<file path="src/rtl/mem_ctrl.sv">
// Byte-serial memory controller arbitrating instruction fetch, load and store-commit requests.
// Build option: define MEM_CTRL_IO_STALL_EN to hold UART-region writes while io_buffer_full is high.
module mem_ctrl (
  input  logic        clk,
  input  logic        rst,
  input  logic        rdy,
  input  logic        in_if_ce,
  input  logic [31:0] in_if_addr,
  output logic        out_if_ce,
  output logic [31:0] out_if_inst,
  input  logic        in_lsb_ce,
  input  logic [5:0]  in_lsb_size,
  input  logic        in_lsb_signed,
  input  logic [31:0] in_lsb_addr,
  output logic        out_lsb_ce,
  output logic [31:0] out_lsb_data,
  input  logic        in_rob_ce,
  input  logic [5:0]  in_rob_size,
  input  logic [31:0] in_rob_addr,
  input  logic [31:0] in_rob_data,
  output logic        out_rob_ce,
  input  logic        in_misbranch,
  input  logic [7:0]  mem_din,
  output logic [7:0]  mem_dout,
  output logic [31:0] mem_a,
  output logic        mem_wr,
  input  logic        io_buffer_full,
  output logic [1:0]  dbg_state
);

  typedef enum logic [1:0] {
    IDLE  = 2'd0,
    READ  = 2'd1,
    WRITE = 2'd2
  } state_t;

  // Handshake: every in_*_ce is a single-cycle request pulse with no ready back-pressure;
  // each source owns one pending slot and a pulse hitting an occupied slot is dropped.
  // Every out_*_ce is a single-cycle completion pulse, qualified by rdy like all state.

  state_t      state, state_d;
  logic [5:0]  cnt, cnt_d;

  logic        if_pend;
  logic [31:0] if_addr_q;
  logic        lsb_pend;
  logic [5:0]  lsb_size_q;
  logic        lsb_signed_q;
  logic [31:0] lsb_addr_q;
  logic        rob_pend;
  logic [5:0]  rob_size_q;
  logic [31:0] rob_addr_q;
  logic [31:0] rob_data_q;

  logic [31:0] act_addr;
  logic [5:0]  act_len;
  logic        act_signed;
  logic [31:0] act_data;
  logic        act_is_if;

  logic [31:0] rd_buf;
  logic [31:0] rd_word;
  logic [31:0] ld_ext;
  logic [1:0]  lane;
  logic [7:0]  wr_byte;
  logic [31:0] cur_addr;
  logic        stall;

  logic        rob_req, lsb_req, if_req;
  logic [31:0] rob_addr_e, rob_data_e, lsb_addr_e, if_addr_e;
  logic [5:0]  rob_size_e, lsb_size_e;
  logic        lsb_signed_e;
  logic        start_rob, start_lsb, start_if;
  logic        finish_rd, finish_wr;

  // A request pulse is visible to the arbiter in its own cycle, so an idle controller
  // starts it without first parking it in the slot.
  assign rob_req      = rob_pend | in_rob_ce;
  assign lsb_req      = (lsb_pend | in_lsb_ce) & ~in_misbranch;
  assign if_req       = (if_pend | in_if_ce) & ~in_misbranch;
  assign rob_addr_e   = rob_pend ? rob_addr_q : in_rob_addr;
  assign rob_data_e   = rob_pend ? rob_data_q : in_rob_data;
  assign rob_size_e   = rob_pend ? rob_size_q : in_rob_size;
  assign lsb_addr_e   = lsb_pend ? lsb_addr_q : in_lsb_addr;
  assign lsb_size_e   = lsb_pend ? lsb_size_q : in_lsb_size;
  assign lsb_signed_e = lsb_pend ? lsb_signed_q : in_lsb_signed;
  assign if_addr_e    = if_pend ? if_addr_q : in_if_addr;

  assign cur_addr  = act_addr + {26'd0, cnt};
  assign dbg_state = state;

`ifdef MEM_CTRL_IO_STALL_EN
  assign stall = (state == WRITE) && (cur_addr[17:16] == 2'b11) && io_buffer_full;
`else
  assign stall = io_buffer_full & 1'b0;
`endif

  always_comb begin
    wr_byte = act_data[7:0];
    case (cnt[1:0])
      2'd0: wr_byte = act_data[7:0];
      2'd1: wr_byte = act_data[15:8];
      2'd2: wr_byte = act_data[23:16];
      default: wr_byte = act_data[31:24];
    endcase
  end

  // Byte fetched for address step cnt-1 arrives now; merge it into its lane.
  always_comb begin
    rd_word = rd_buf;
    lane    = cnt[1:0] - 2'd1;
    case (lane)
      2'd0: rd_word[7:0]   = mem_din;
      2'd1: rd_word[15:8]  = mem_din;
      2'd2: rd_word[23:16] = mem_din;
      default: rd_word[31:24] = mem_din;
    endcase
  end

  always_comb begin
    ld_ext = rd_word;
    case (act_len)
      6'd1: ld_ext = {(act_signed ? {24{rd_word[7]}} : 24'd0), rd_word[7:0]};
      6'd2: ld_ext = {(act_signed ? {16{rd_word[15]}} : 16'd0), rd_word[15:0]};
      default: ld_ext = rd_word;
    endcase
  end

  always_ff @(posedge clk) begin
    if (rst) begin
      state <= IDLE;
      cnt   <= 6'd0;
    end else if (rdy) begin
      state <= state_d;
      cnt   <= cnt_d;
    end
  end

  always_comb begin
    state_d   = state;
    cnt_d     = cnt;
    start_rob = 1'b0;
    start_lsb = 1'b0;
    start_if  = 1'b0;
    finish_rd = 1'b0;
    finish_wr = 1'b0;
    mem_a     = 32'd0;
    mem_wr    = 1'b0;
    mem_dout  = 8'd0;
    case (state)
      IDLE: begin
        if (rob_req) begin
          start_rob = 1'b1;
          state_d   = WRITE;
          cnt_d     = 6'd0;
        end else if (lsb_req) begin
          start_lsb = 1'b1;
          state_d   = READ;
          cnt_d     = 6'd0;
        end else if (if_req) begin
          start_if  = 1'b1;
          state_d   = READ;
          cnt_d     = 6'd0;
        end
      end
      READ: begin
        if (cnt < act_len) mem_a = cur_addr;
        if (in_misbranch) begin
          state_d = IDLE;
        end else if (cnt == act_len) begin
          finish_rd = 1'b1;
          state_d   = IDLE;
        end else begin
          cnt_d = cnt + 6'd1;
        end
      end
      WRITE: begin
        mem_a    = cur_addr;
        mem_dout = wr_byte;
        if (!stall) begin
          mem_wr = 1'b1;
          if (cnt == act_len - 6'd1) begin
            finish_wr = 1'b1;
            state_d   = IDLE;
          end else begin
            cnt_d = cnt + 6'd1;
          end
        end
      end
      default: state_d = IDLE;
    endcase
  end

  // Pending slots: consumed on selection, flushed by misbranch for speculative sources.
  always_ff @(posedge clk) begin
    if (rst) begin
      if_pend      <= 1'b0;
      if_addr_q    <= 32'd0;
      lsb_pend     <= 1'b0;
      lsb_size_q   <= 6'd0;
      lsb_signed_q <= 1'b0;
      lsb_addr_q   <= 32'd0;
      rob_pend     <= 1'b0;
      rob_size_q   <= 6'd0;
      rob_addr_q   <= 32'd0;
      rob_data_q   <= 32'd0;
    end else if (rdy) begin
      if (start_rob) begin
        rob_pend <= 1'b0;
      end else if (in_rob_ce && !rob_pend) begin
        rob_pend   <= 1'b1;
        rob_size_q <= in_rob_size;
        rob_addr_q <= in_rob_addr;
        rob_data_q <= in_rob_data;
      end
      if (in_misbranch || start_lsb) begin
        lsb_pend <= 1'b0;
      end else if (in_lsb_ce && !lsb_pend) begin
        lsb_pend     <= 1'b1;
        lsb_size_q   <= in_lsb_size;
        lsb_signed_q <= in_lsb_signed;
        lsb_addr_q   <= in_lsb_addr;
      end
      if (in_misbranch || start_if) begin
        if_pend <= 1'b0;
      end else if (in_if_ce && !if_pend) begin
        if_pend   <= 1'b1;
        if_addr_q <= in_if_addr;
      end
    end
  end

  always_ff @(posedge clk) begin
    if (rst) begin
      act_addr   <= 32'd0;
      act_len    <= 6'd0;
      act_signed <= 1'b0;
      act_data   <= 32'd0;
      act_is_if  <= 1'b0;
      rd_buf     <= 32'd0;
    end else if (rdy) begin
      if (start_rob) begin
        act_addr   <= rob_addr_e;
        act_len    <= rob_size_e;
        act_signed <= 1'b0;
        act_data   <= rob_data_e;
        act_is_if  <= 1'b0;
      end else if (start_lsb) begin
        act_addr   <= lsb_addr_e;
        act_len    <= lsb_size_e;
        act_signed <= lsb_signed_e;
        act_is_if  <= 1'b0;
      end else if (start_if) begin
        act_addr   <= if_addr_e;
        act_len    <= 6'd4;
        act_signed <= 1'b0;
        act_is_if  <= 1'b1;
      end
      if (start_lsb || start_if) begin
        rd_buf <= 32'd0;
      end else if (state == READ && cnt != 6'd0) begin
        rd_buf <= rd_word;
      end
    end
  end

  always_ff @(posedge clk) begin
    if (rst) begin
      out_if_ce    <= 1'b0;
      out_lsb_ce   <= 1'b0;
      out_rob_ce   <= 1'b0;
      out_if_inst  <= 32'd0;
      out_lsb_data <= 32'd0;
    end else if (rdy) begin
      out_if_ce  <= finish_rd & act_is_if;
      out_lsb_ce <= finish_rd & ~act_is_if;
      out_rob_ce <= finish_wr;
      if (finish_rd && act_is_if)  out_if_inst  <= rd_word;
      if (finish_rd && !act_is_if) out_lsb_data <= ld_ext;
    end
  end

endmodule

</file>
<file path="config.mk">
export PLATFORM = sky130hd
export DESIGN_NAME = mem_ctrl
export DESIGN_NICKNAME = d
export VERILOG_FILES = /design/src/rtl/mem_ctrl.sv
export SDC_FILE = /design/constraint.sdc
export NUM_CORES = 1
export LEC_CHECK = 0
export CAP_MARGIN = 20
export CORE_MARGIN = 3
export CORE_UTILIZATION = 40
export DETAILED_ROUTE_END_ITERATION = 10
export SYNTH_ARGS = -nofsm -noshare
export SYNTH_HDL_FRONTEND = slang
export SYNTH_SLANG_ARGS = --single-unit
</file>
<file path="constraint.sdc">
create_clock -name clk -period 4.8 [get_ports clk]
set_clock_uncertainty 0.1 [all_clocks]
set_input_delay 0.96 -clock clk [delete_from_list [all_inputs] [get_ports clk]]
set_output_delay 0.96 -clock clk [all_outputs]
set_load 0.01 [all_outputs]
</file>
Word level (Yosys, flattened, before mapping)

Index checks and enable logic that the tools add are counted.

Bits in registers: 323
Output and inout port bits: 110
Logic and storage cells: 160

Add/sub/neg operators: 4
Order comparisons: 1
Eq/ne operators: 16
Muxes and demuxes: 67
Bitwise logic cells: 12
Reduce and logical (&&, ||, !) cells: 37

Operators with widths:

| cell                | number |
|---|---|
| $mux 32             | 10 |
| $pmux 32 s2         | 2 |
| $mux 6              | 11 |
| $mux 8              | 5 |
| $add 32x6->32       | 1 |
| $mux 1              | 28 |
| $mux 24             | 1 |
| $pmux 8 s3          | 1 |
| $pmux 6 s3          | 1 |
| $mux 16             | 1 |
| $reduce_and 2->1    | 8 |
| $eq 6x6->1          | 2 |
| $mux 2              | 6 |
| $reduce_and 3->1    | 3 |
| $ne 2x2->1 const B  | 4 |
| $reduce_bool 2->1   | 4 |
| $add 6x1->6 const B | 1 |
| $eq 2x1->1 const B  | 3 |
| $eq 2x2->1 const B  | 3 |
| $eq 6x1->1 const B  | 1 |
| $eq 6x2->1 const B  | 1 |
| $logic_and 1x1->1   | 6 |
| $logic_not 2->1     | 3 |
| $lt 6x6->1          | 1 |
| 15 further kinds    | 30 |

Longest topological paths before layout

Gate-level depths: netlist of the first run.

Depth after elaboration: 9
Gate-level depth with buffers: 11
Depth with buffers taken out: 9

Least setup slack after synthesis of the first run

Ideal clock, no wire load.

Kind: reg-to-output
Start: reg cnt[1]
End: out mem_a[18]
Arrival: 2387 ps
Data required time: 3740 ps
Path slack: 1353 ps
Stages on the path, launching flop included: 9
Path buffers: 0
Path through: dfxtp_1 -> inv_1 -> fa_1 -> nand2b_1 -> a21oi_1 -> o21ai_1 -> or4_1 -> xnor2_1 -> nor2b_1

Cells in the longest elaborated chain, start to end: 3
Elaborated cells on any way between the ends: 4

RTL lines:

| what                                        | line    | text |
|---|---|---|
| start: declaration                          | 42      | `logic [5:0] cnt, cnt_d;` |
| start signal: assignment                    | 135     | `cnt <= cnt_d;` |
| $add 32x6->32 or $lt 6x6->1 (tied branches) | 89, 167 |  |
| $mux 32                                     | 167     | `if (cnt < act_len) mem_a = cur_addr;` |
| $pmux 32 s2 *                               | 150     | `case (state)` |
| end: declaration                            | 25      | `output logic [31:0] mem_a,` |

Mark *: on every way between the ends. The rest lies on a longest branch, timed or not.

Worst setup path after layout of the first run

Start: reg state[0] (netlist: dbg_state[0])
End: out mem_a[29]

Cells in the longest elaborated chain, start to end: 2
Elaborated cells on any way between the ends: 3

RTL lines:

| what                                     | line | text |
|---|---|---|
| start: declaration                       | 41   | `state_t state, state_d;` |
| start signal: assignment                 | 134  | `state <= state_d;` |
| $eq 2x2->1 or $eq 2x1->1 (tied branches) | 150  |  |
| $pmux 32 s2 *                            | 150  |  |

Marks and branches as above.

==> flow_summary.yaml, run 1 <==
routing:
  drtPass1Iterations: 6
  drc: 0
  vias_per_cell: 5.34
  ant_nets: 0
  wl_per_cell_um: 18.5
  wirelength_um: 48500
  drt-initial-drc-count: 968
  vias: 14000
finish:
  multi_input_area_sq_um: 8350
  mostFrequentLayoutCell: "dfxtp_1"
  nets: 2267
  fin_area_sq_um: 19900
  drive_above_1_share_pct: 6.54
  final_cell_mix: "dfxtp_1 (320), nor2_1 (272), clkdlybuf4s50_1 (264), nand2_1 (253), a21oi_1 (174)"
  syn_to_final_growth_pct: 28.4
  regArea_sq_um: 6470
  fin_cells: 2624
  num-fill-cells: 3683
clock_tree:
  cts_made_buffers: 38
  cts-hold-fix-buffers: 0
  cts_resized: 0
  cts_buffer_depth: 3
  cts_tree: "built"
  worstSkewPairLatency_ns: 0.55
  cts_htree_levels: 2
  clk_pin_slew_ns: 0.06
  cts-root-buf: "clkbuf_16"
  post_cts.repair.setup_buffers: 0
  cts_num_sinks: 323
sta:
  fin_crit_sh_pct: 95.0
  slew_headroom_pct: 44.4
  rsz0062_at_grt: "no"
  hold_viol_final: 0
  fin_tns_setup_ns: 0
  hold_slack_ns: 0.352
  slew_violations: 0
  tightest_slew_ns: 0.835
  fmax_mhz: 219
  setup_viol: 0
  timing.final.crit_period_ns: 4.56
setup_path:
  crit_cells: 8
  crit_start: "dbg_state[0]"
  path_cells: "inv_1 > ha_1 > inv_1 > nor4b_1 > a221oi_4 > buf_4 > a21oi_1 > clkdlybuf4s50_1"
  critPathLaunchType: "flip-flop"
  reg2reg_from: "dbg_state[0]"
  path_buf_inv: 4
  crit_family: "buffers and inverters"
  max_stage_delay_ns: 0.58
  reg2reg_slack_ns: 1.46
  cp.arrival_ns: 3.50
  critPathMostFrequentCell: "inv_1"
  crit_path_end: "mem_a[29]"
  required_ns: 3.74
  worstRegToRegCells: 10
  rr_endpoint: "act_addr[0]"
  worstSetupPathType: "flip-flop to output port"
  crit_slowest_cell: "clkdlybuf4s50_1"
  endpoint_kind: "output port"
  path_max_fanout: 20
worst_hold_path:
  hold_class: "flip-flop to flip-flop"
die:
  top_level_ports: 267
  initial_utilization_pct: 40.8
  die_area_sq_um: 41100
  fp.coreArea_sq_um: 37900
  die_x_um: 203
  die_h_um: 203
  rows: 71
yosys:
  synthDistinctLibCells: 63
  netlist_area_sq_um: 15500
  ys_warn_count: 0
  ys_async_sr_fraction_pct: 0
  synthCells: 1889
  ys.flop_type: "dfxtp_1"
  ys_seq_area_share_pct: 41.8
  yosys.area.top_type: "dfxtp_1"
  syn_nets: 2072
  synth_edf_count: 0
  netlist_top_cells_area: "dfxtp_1 (42%), mux2i_1 (11%), a211oi_1 (6.8%), nor2_1 (6.6%), nand2_1 (6.1%)"
  ys_ff_latch: 323
  synth_top_area_share_pct: 41.8
  synth.avg_cell_area_sq_um: 8.20
power:
  p_leak_nw: 6.69
  power.total_mw: 6.87
  ir_worst_vdd_mv: 0.263
  cellPowerDensity_nw_per_um2: 345
grt:
  track_usage_pct: 22.9
  grt_max_degree: 121
  antenna_found_initial: 17
  grt_pass1_vias: 13200
  grt_pass1_wl_um: 75200
  grt_overflow: 0
outcome:
  status: "finished clean"
place:
  numPortBuffers: 265
  dp.cells: 2555
  post_dp_cell_area_sq_um: 18600
  place.gp.congestion: 0.857
  hpwl_um: 33700
run:
  max-cap-violations: 0
-- tightest hold or removal path, delay by kind of cell (launching register included) --
family | cells | cell delay (ns)
AND/OR/NAND/NOR | 1 | 0.05
AO/OA/AOI/OAI | 1 | 0.05
flip-flops | 1 | 0.30
-- layer usage --
metal  global-route usage, %  wire length [um]  vias up
li1                        -                 -     6979
met1                    31.5             22100     6582
met2                    35.9             22000      360
met3                    5.61              3280       76
met4                    6.24               972       22
met5                       0               161        -
-- cells in the mapped netlist, types with 4 or more instances --
master / count
dfxtp_1: 323
nor2_1: 273
nand2_1: 253
a21oi_1: 174
mux2i_1: 169
a211oi_1: 140
clkbuf_1: 131
nor3_1: 107
inv_1: 37
nor2b_1: 35
ha_1: 25
xnor2_1: 22
o21ai_0: 18
buf_1: 12
nand3_1: 12
xor2_1: 12
and2_1: 10
nand2b_1: 10
nand4_1: 10
a222oi_1: 8
a22oi_1: 8
mux2_2: 8
nor4_1: 6
nor4b_1: 6
o21ai_1: 6
o221ai_1: 6
a221oi_1: 5
o21a_1: 5
a32o_1: 4
buf_2: 4
-- logic make-up (layout without fill, tap and decap cells) --
group	count (synthesis)	in the layout	share of synthesized area, %
compound gates	394	394	16.5
xor+xnor	35	35	2.10
fa+ha+maj	26	26	2.15
buf+inv	190	410	4.91
flops	323	323	41.8
mux	177	177	11.5
other cells	0	4	0
simple gates	744	744	21.0
-- per-stage QoR --
stage,setup slack (ns),utilization (%)
2_1_floorplan,1.35,-
3_3_place_gp,0.790,49.1
3_5_place_dp,0.740,49.1
4_1_cts,0.138,52.4
5_1_grt,0.00301,52.4
6_report,0.242,52.4
-- state kept, by name, indices dropped and copies added, names as in the netlist, 32 cells and up --
signal        flops
act_data         32
rob_data_q       32
act_addr         32
out_lsb_data     32
out_if_inst      32
rd_buf           32
rob_addr_q       32
lsb_addr_q       32
if_addr_q        32
-- cell type report --
class	instances	share of cell area, %
inverters	38	0.717
clock inverters	13	0.818
repair buffers	307	15.3
well taps	511	3.21
clock buffers	52	5.45
multi-input cells	1376	42.0
flip-flops and latches	323	32.5
diodes	4	0.0503
-- report_power, final --
group / internal (mW) / switching (mW) / leakage (nW) / total (mW)
Combinational: 0.452 / 0.605 / 3.45 / 1.06
Sequential: 2.80 / 0.0998 / 2.62 / 2.90
Clock: 1.75 / 1.17 / 0.620 / 2.92
Total: 5.00 / 1.87 / 6.69 / 6.87
-- worst min path at each step --
stage	slack [ns]	depth (start not counted)	startpoint	end
floorplan	0.33	2	lsb_size_q[2]	lsb_size_q[2]
global placement	0.34	2	rob_size_q[2]	rob_size_q[2]
detailed placement	0.35	2	rob_addr_q[15]	rob_addr_q[15]
CTS	0.35	2	rob_data_q[14]	rob_data_q[14]
global route	0.36	2	rob_addr_q[15]	rob_addr_q[15]
finish	0.35	2	rob_data_q[24]	rob_data_q[24]
Power figures use the tool's default switching activity.
==> run 2, diff against run 1 <==
--- a/config.mk
+++ b/config.mk
@@ -9,6 +9,8 @@
 export CORE_MARGIN = 3
 export CORE_UTILIZATION = 40
 export DETAILED_ROUTE_END_ITERATION = 10
+export GPL_TIMING_DRIVEN = 0
 export SYNTH_ARGS = -nofsm -noshare
 export SYNTH_HDL_FRONTEND = slang
 export SYNTH_SLANG_ARGS = --single-unit
+export TNS_END_PERCENT = 50
==> flow_summary.yaml, run 2 (synthesis results as in run 1) <==
finish:
  nets: 2373
  final_util_pct: 52.8
  fin_cells: 2729
  drive_above_1_share_pct: 4.38
  num-fill-cells: 3656
  fin_area_sq_um: 20000
  final_cell_mix: "dfxtp_1 (321), nor2_1 (273), clkdlybuf4s50_1 (262), nand2_1 (253), a21oi_1 (173)"
  multi_input_area_sq_um: 8290
  regArea_sq_um: 6470
  mostFrequentLayoutCell: "dfxtp_1"
  syn_to_final_growth_pct: 29.2
setup_path:
  reg2reg_from: "dbg_state[1]"
  rr_endpoint: "act_addr[8]"
  worstSetupPathType: "flip-flop to output port"
  endpoint_kind: "output port"
  required_ns: 3.74
  reg2reg_slack_ns: 1.13
  worstRegToRegCells: 11
  critPathLaunchType: "flip-flop"
  path_max_fanout: 10
  cp.arrival_ns: 3.52
worst_hold_path:
  hold_class: "flip-flop to flip-flop"
  holdPathEnd: "rob_data_q[28]"
  hold_start: "rob_data_q[28]"
  hold_depth: 2
power:
  switching_share_pct: 27.8
  ir_worst_vdd_mv: 0.251
  power.total_mw: 6.83
  cellPowerDensity_nw_per_um2: 341
  p_seq_share_pct: 42.4
  power_frac_comb_pct: 16.2
  clkPwrFrac_pct: 41.5
  p_int_mw: 4.94
  p_sw_mw: 1.90
  p_leak_nw: 6.65
sta:
  fin_crit_sh_pct: 95.4
  rsz0062_at_grt: "no"
  slew_violations: 0
  slew_headroom_pct: 33.2
  setup_slack_ns: 0.220
  fmax_mhz: 218
  timing.final.crit_period_ns: 4.58
  hold_viol_final: 0
  setup_viol: 0
  tightest_slew_ns: 0.994
  hold_slack_ns: 0.353
  fin_tns_setup_ns: 0
routing:
  drtPass1Iterations: 7
  top_layer: "met4"
  drt-initial-drc-count: 1269
  met3_length_um: 3660
  wirelength_um: 54300
  dr_wl_met2_um: 24600
  vias: 14800
  vias_per_cell: 5.43
  wl_met1_um: 24700
  wl_per_cell_um: 19.9
  drc: 0
  ant_nets: 0
die:
  fp.coreArea_sq_um: 37900
  die_x_um: 203
  initial_utilization_pct: 40.8
  rows: 71
  die_h_um: 203
  die_area_sq_um: 41100
  top_level_ports: 267
clock_tree:
  clk_pin_slew_ns: 0.06
  cts-hold-fix-buffers: 0
  cts_htree_levels: 2
  cts_buffer_depth: 3
  worstSkewPairLatency_ns: 0.54
  cts_tree: "built"
  cts_made_buffers: 37
  cts-root-buf: "clkbuf_16"
  post_cts.repair.setup_buffers: 0
  cts_num_sinks: 323
place:
  place.gp.congestion: 0.944
  post_dp_cell_area_sq_um: 18800
  numPortBuffers: 262
  dp.cells: 2663
  dp_slack_ns: 0.315
  hpwl_um: 42000
grt:
  grt_pass1_wl_um: 81600
  antenna_found_initial: 1
  grt_overflow: 0
  grt_max_degree: 14
  grt_pass1_vias: 14000
  track_usage_pct: 25.3
run:
  max-cap-violations: 0
outcome:
  status: "finished clean"
run 2: metal layers:
layer / up-vias / GRT usage [%]
met2: 489 / 40.0
met1: 7046 / 35.8
met5: - / 0
met3: 80 / 3.98
met4: 0 / 7.08
li1: 7196 / -
run 2: how the worst max path moves through the flow:
stage	from	end	slack, ns	depth (start not counted)
after floorplan	cnt[1]	mem_a[18]	1.35	8
after global placement	cnt[1]	mem_a[18]	0.36	9
after detailed placement	cnt[1]	mem_a[18]	0.32	9
after CTS	cnt[0]	mem_a[18]	0.03	10
after global routing	cnt[0]	mem_a[18]	0.007	10
final	cnt[0]	mem_a[18]	0.22	10
run 2: critical path, stage by stage, from the launching register on:
cell and delay (ns):
dfxtp_2 0.40, ha_1 0.19, inv_1 0.06, fa_1 0.40, nand2b_1 0.20, a21oi_2 0.19
o21ai_4 0.13, or4_1 0.52, xnor2_1 0.17, nor2b_1 0.17, clkdlybuf4s50_1 0.57
run 2: power by group through the flow:
| stage | Sequential, mW | Clock [mW] | Combinational [mW] |
|---|---|---|---|
| floorplan | 2.93 | 0 | 0.634 |
| detailed placement | 2.95 | 0 | 1.08 |
| finish | 2.90 | 2.83 | 1.10 |
| global placement | 2.95 | 0 | 1.07 |
| CTS | 2.89 | 2.87 | 1.09 |
| global route | 2.91 | 2.97 | 1.20 |
run 2: cell type report:
class	instances	area share, %
multi-input combinational	1376	41.4
sequential	323	32.3
timing repair buffer	263	13.1
clock buffer	57	5.71
tap	511	3.19
buffer	151	3.07
inverter	38	0.713
clock inverter	9	0.400
antenna	1	0.0125
run 2: timing repair:
action | 4_1_cts | 5_1_grt
resized for setup | 3 | 4
endpoints found under the hold margin | 0 | 0
setup endpoints to repair | 31 | 11
==> run 3, diff against run 2 <==
--- a/config.mk
+++ b/config.mk
@@ -5,11 +5,12 @@
 export SDC_FILE = /design/constraint.sdc
 export NUM_CORES = 1
 export LEC_CHECK = 0
-export CAP_MARGIN = 20
+export CAP_MARGIN = 40
 export CORE_MARGIN = 3
-export CORE_UTILIZATION = 40
+export CORE_UTILIZATION = 45
 export DETAILED_ROUTE_END_ITERATION = 10
 export GPL_TIMING_DRIVEN = 0
+export PLACE_DENSITY = 0.7
 export SYNTH_ARGS = -nofsm -noshare
 export SYNTH_HDL_FRONTEND = slang
 export SYNTH_SLANG_ARGS = --single-unit
==> flow_summary.yaml, run 3 (synthesis results as in run 1) <==
sta:
  setup_viol: 0
  hold_viol_final: 0
  timing.final.crit_period_ns: 4.55
  fin_tns_setup_ns: 0
  slew_violations: 0
  fmax_mhz: 220
  rsz0062_at_grt: "no"
  fin_crit_sh_pct: 94.9
  hold_slack_ns: 0.353
  slew_headroom_pct: 45.2
  tightest_slew_ns: 0.822
routing:
  vias_per_cell: 5.64
  drtPass1Iterations: 7
  vias: 15100
  ant_nets: 0
  wl_per_cell_um: 19.6
  wirelength_um: 52400
  drc: 0
  drt-initial-drc-count: 1324
die:
  die_x_um: 192
  rows: 67
  die_h_um: 192
  die_area_sq_um: 36700
  fp.coreArea_sq_um: 33700
  top_level_ports: 267
  initial_utilization_pct: 46.0
grt:
  grt_max_degree: 14
  grt_overflow: 0
  grt_pass1_vias: 14500
  antenna_found_initial: 3
  grt_pass1_wl_um: 79800
  track_usage_pct: 27.5
clock_tree:
  cts_num_sinks: 323
  cts_made_buffers: 36
  cts_tree: "built"
  cts-hold-fix-buffers: 0
  clk_pin_slew_ns: 0.06
  cts_buffer_depth: 3
  worstSkewPairLatency_ns: 0.51
  cts-root-buf: "clkbuf_16"
  cts_htree_levels: 2
power:
  clkPwrFrac_pct: 42.5
  power_frac_comb_pct: 15.8
  p_seq_share_pct: 41.8
  ir_worst_vdd_mv: 0.206
  p_int_mw: 5.06
  p_leak_nw: 6.68
  switching_share_pct: 27.1
  cellPowerDensity_nw_per_um2: 347
  p_sw_mw: 1.88
setup_path:
  path_buf_inv: 2
  crit_family: "simple AND/OR/NAND/NOR gates"
  path_max_fanout: 10
  critPathLaunchType: "flip-flop"
  cp.arrival_ns: 3.49
  required_ns: 3.74
  endpoint_kind: "output port"
  worstSetupPathType: "flip-flop to output port"
  path_cells: "ha_1 > inv_1 > fa_1 > nand2b_1 > a21oi_2 > o21ai_4 > or4_1 > xnor2_1 > nor2b_1 > clkdlybuf4s50_1"
  max_stage_delay_ns: 0.58
  crit_slowest_cell: "clkdlybuf4s50_1"
finish:
  nets: 2375
  drive_above_1_share_pct: 4.51
  regArea_sq_um: 6470
  fin_cells: 2667
  num-fill-cells: 3027
  multi_input_area_sq_um: 8290
  final_cell_mix: "dfxtp_1 (321), nor2_1 (273), clkdlybuf4s50_1 (262), nand2_1 (253), a21oi_1 (173)"
  syn_to_final_growth_pct: 29.1
  mostFrequentLayoutCell: "dfxtp_1"
place:
  hpwl_um: 40000
  numPortBuffers: 262
  dp.cells: 2603
  place.gp.congestion: 0.950
outcome:
  status: "finished clean"
run:
  max-cap-violations: 0
worst_hold_path:
  hold_class: "flip-flop to flip-flop"
==> run 3: final timing paths <==
kind / cells past startpoint / slack [ns] / endpoint / start
hold reg to reg: 2 / 0.35 / rob_data_q[18] / rob_data_q[18]
hold / removal: 2 / 0.35 / rob_data_q[18] / rob_data_q[18]
setup / recovery: 10 / 0.25 / mem_a[18] / cnt[0]
setup reg to reg: 11 / 1.21 / act_addr[8] / dbg_state[0]
==> run 3: layout make-up <==
cell class / count / share of cell area, %
timing repair buffer: 266 / 13.3
multi-input combinational: 1376 / 41.4
sequential: 323 / 32.4
clock inverter: 13 / 0.982
tap: 448 / 2.80
antenna: 2 / 0.0250
clock buffer: 50 / 5.32
buffer: 151 / 3.07
inverter: 38 / 0.713
==> run 3: power groups by stage <==
stage / combinational [mW] / sequential [mW] / clock, mW
6_report: 1.10 / 2.90 / 2.94
5_1_grt: 1.19 / 2.91 / 3.09
4_1_cts: 1.07 / 2.89 / 2.97
3_5_place_dp: 1.07 / 2.95 / 0
3_3_place_gp: 1.05 / 2.95 / 0
2_1_floorplan: 0.634 / 2.93 / 0
==> run 3: worst reg2reg max path, cell delays in order, from the launching register on <==
cell and delay [ns]:
dfxtp_1 0.45, inv_1 0.10, ha_1 0.22, buf_6 0.14, nor3b_1 0.18, nand2b_1 0.10, clkbuf_1 0.34, clkbuf_1 0.40
clkbuf_1 0.48, a211oi_1 0.18, nor3_1 0.65, nor3_1 0.10
==> run 3: metal layers <==
| metal | vias up | global-route usage [%] | share of wire (%) |
|---|---|---|---|
| met2 | 674 | 43.3 | 45 |
| met3 | 97 | 4.64 | 8.4 |
| met4 | 2 | 9.31 | 3.3 |
| met5 | - | 0 | 0.021 |
| met1 | 7088 | 38.4 | 44 |
| li1 | 7191 | - | - |
==> run 3: timing repair <==
action	in CTS	in global routing
pin swaps	0	0
gates resized for setup	2	5
hold endpoints to repair	0	0
buffers inserted	0	0
setup endpoints to repair	1	31
==> run 3: metrics by stage <==
step                cell area [sq um]  worst slack, ns  total power, mW  util [%]
detailed placement              18700            0.349             4.02      55.5
global placement                18700            0.405             4.00      55.4
finish                          20000            0.247             6.94      59.3
floorplan                       15500             1.35             3.56         -
CTS                             20000           0.0227             6.94      59.3
global route                    20000           0.0577             7.18      59.3
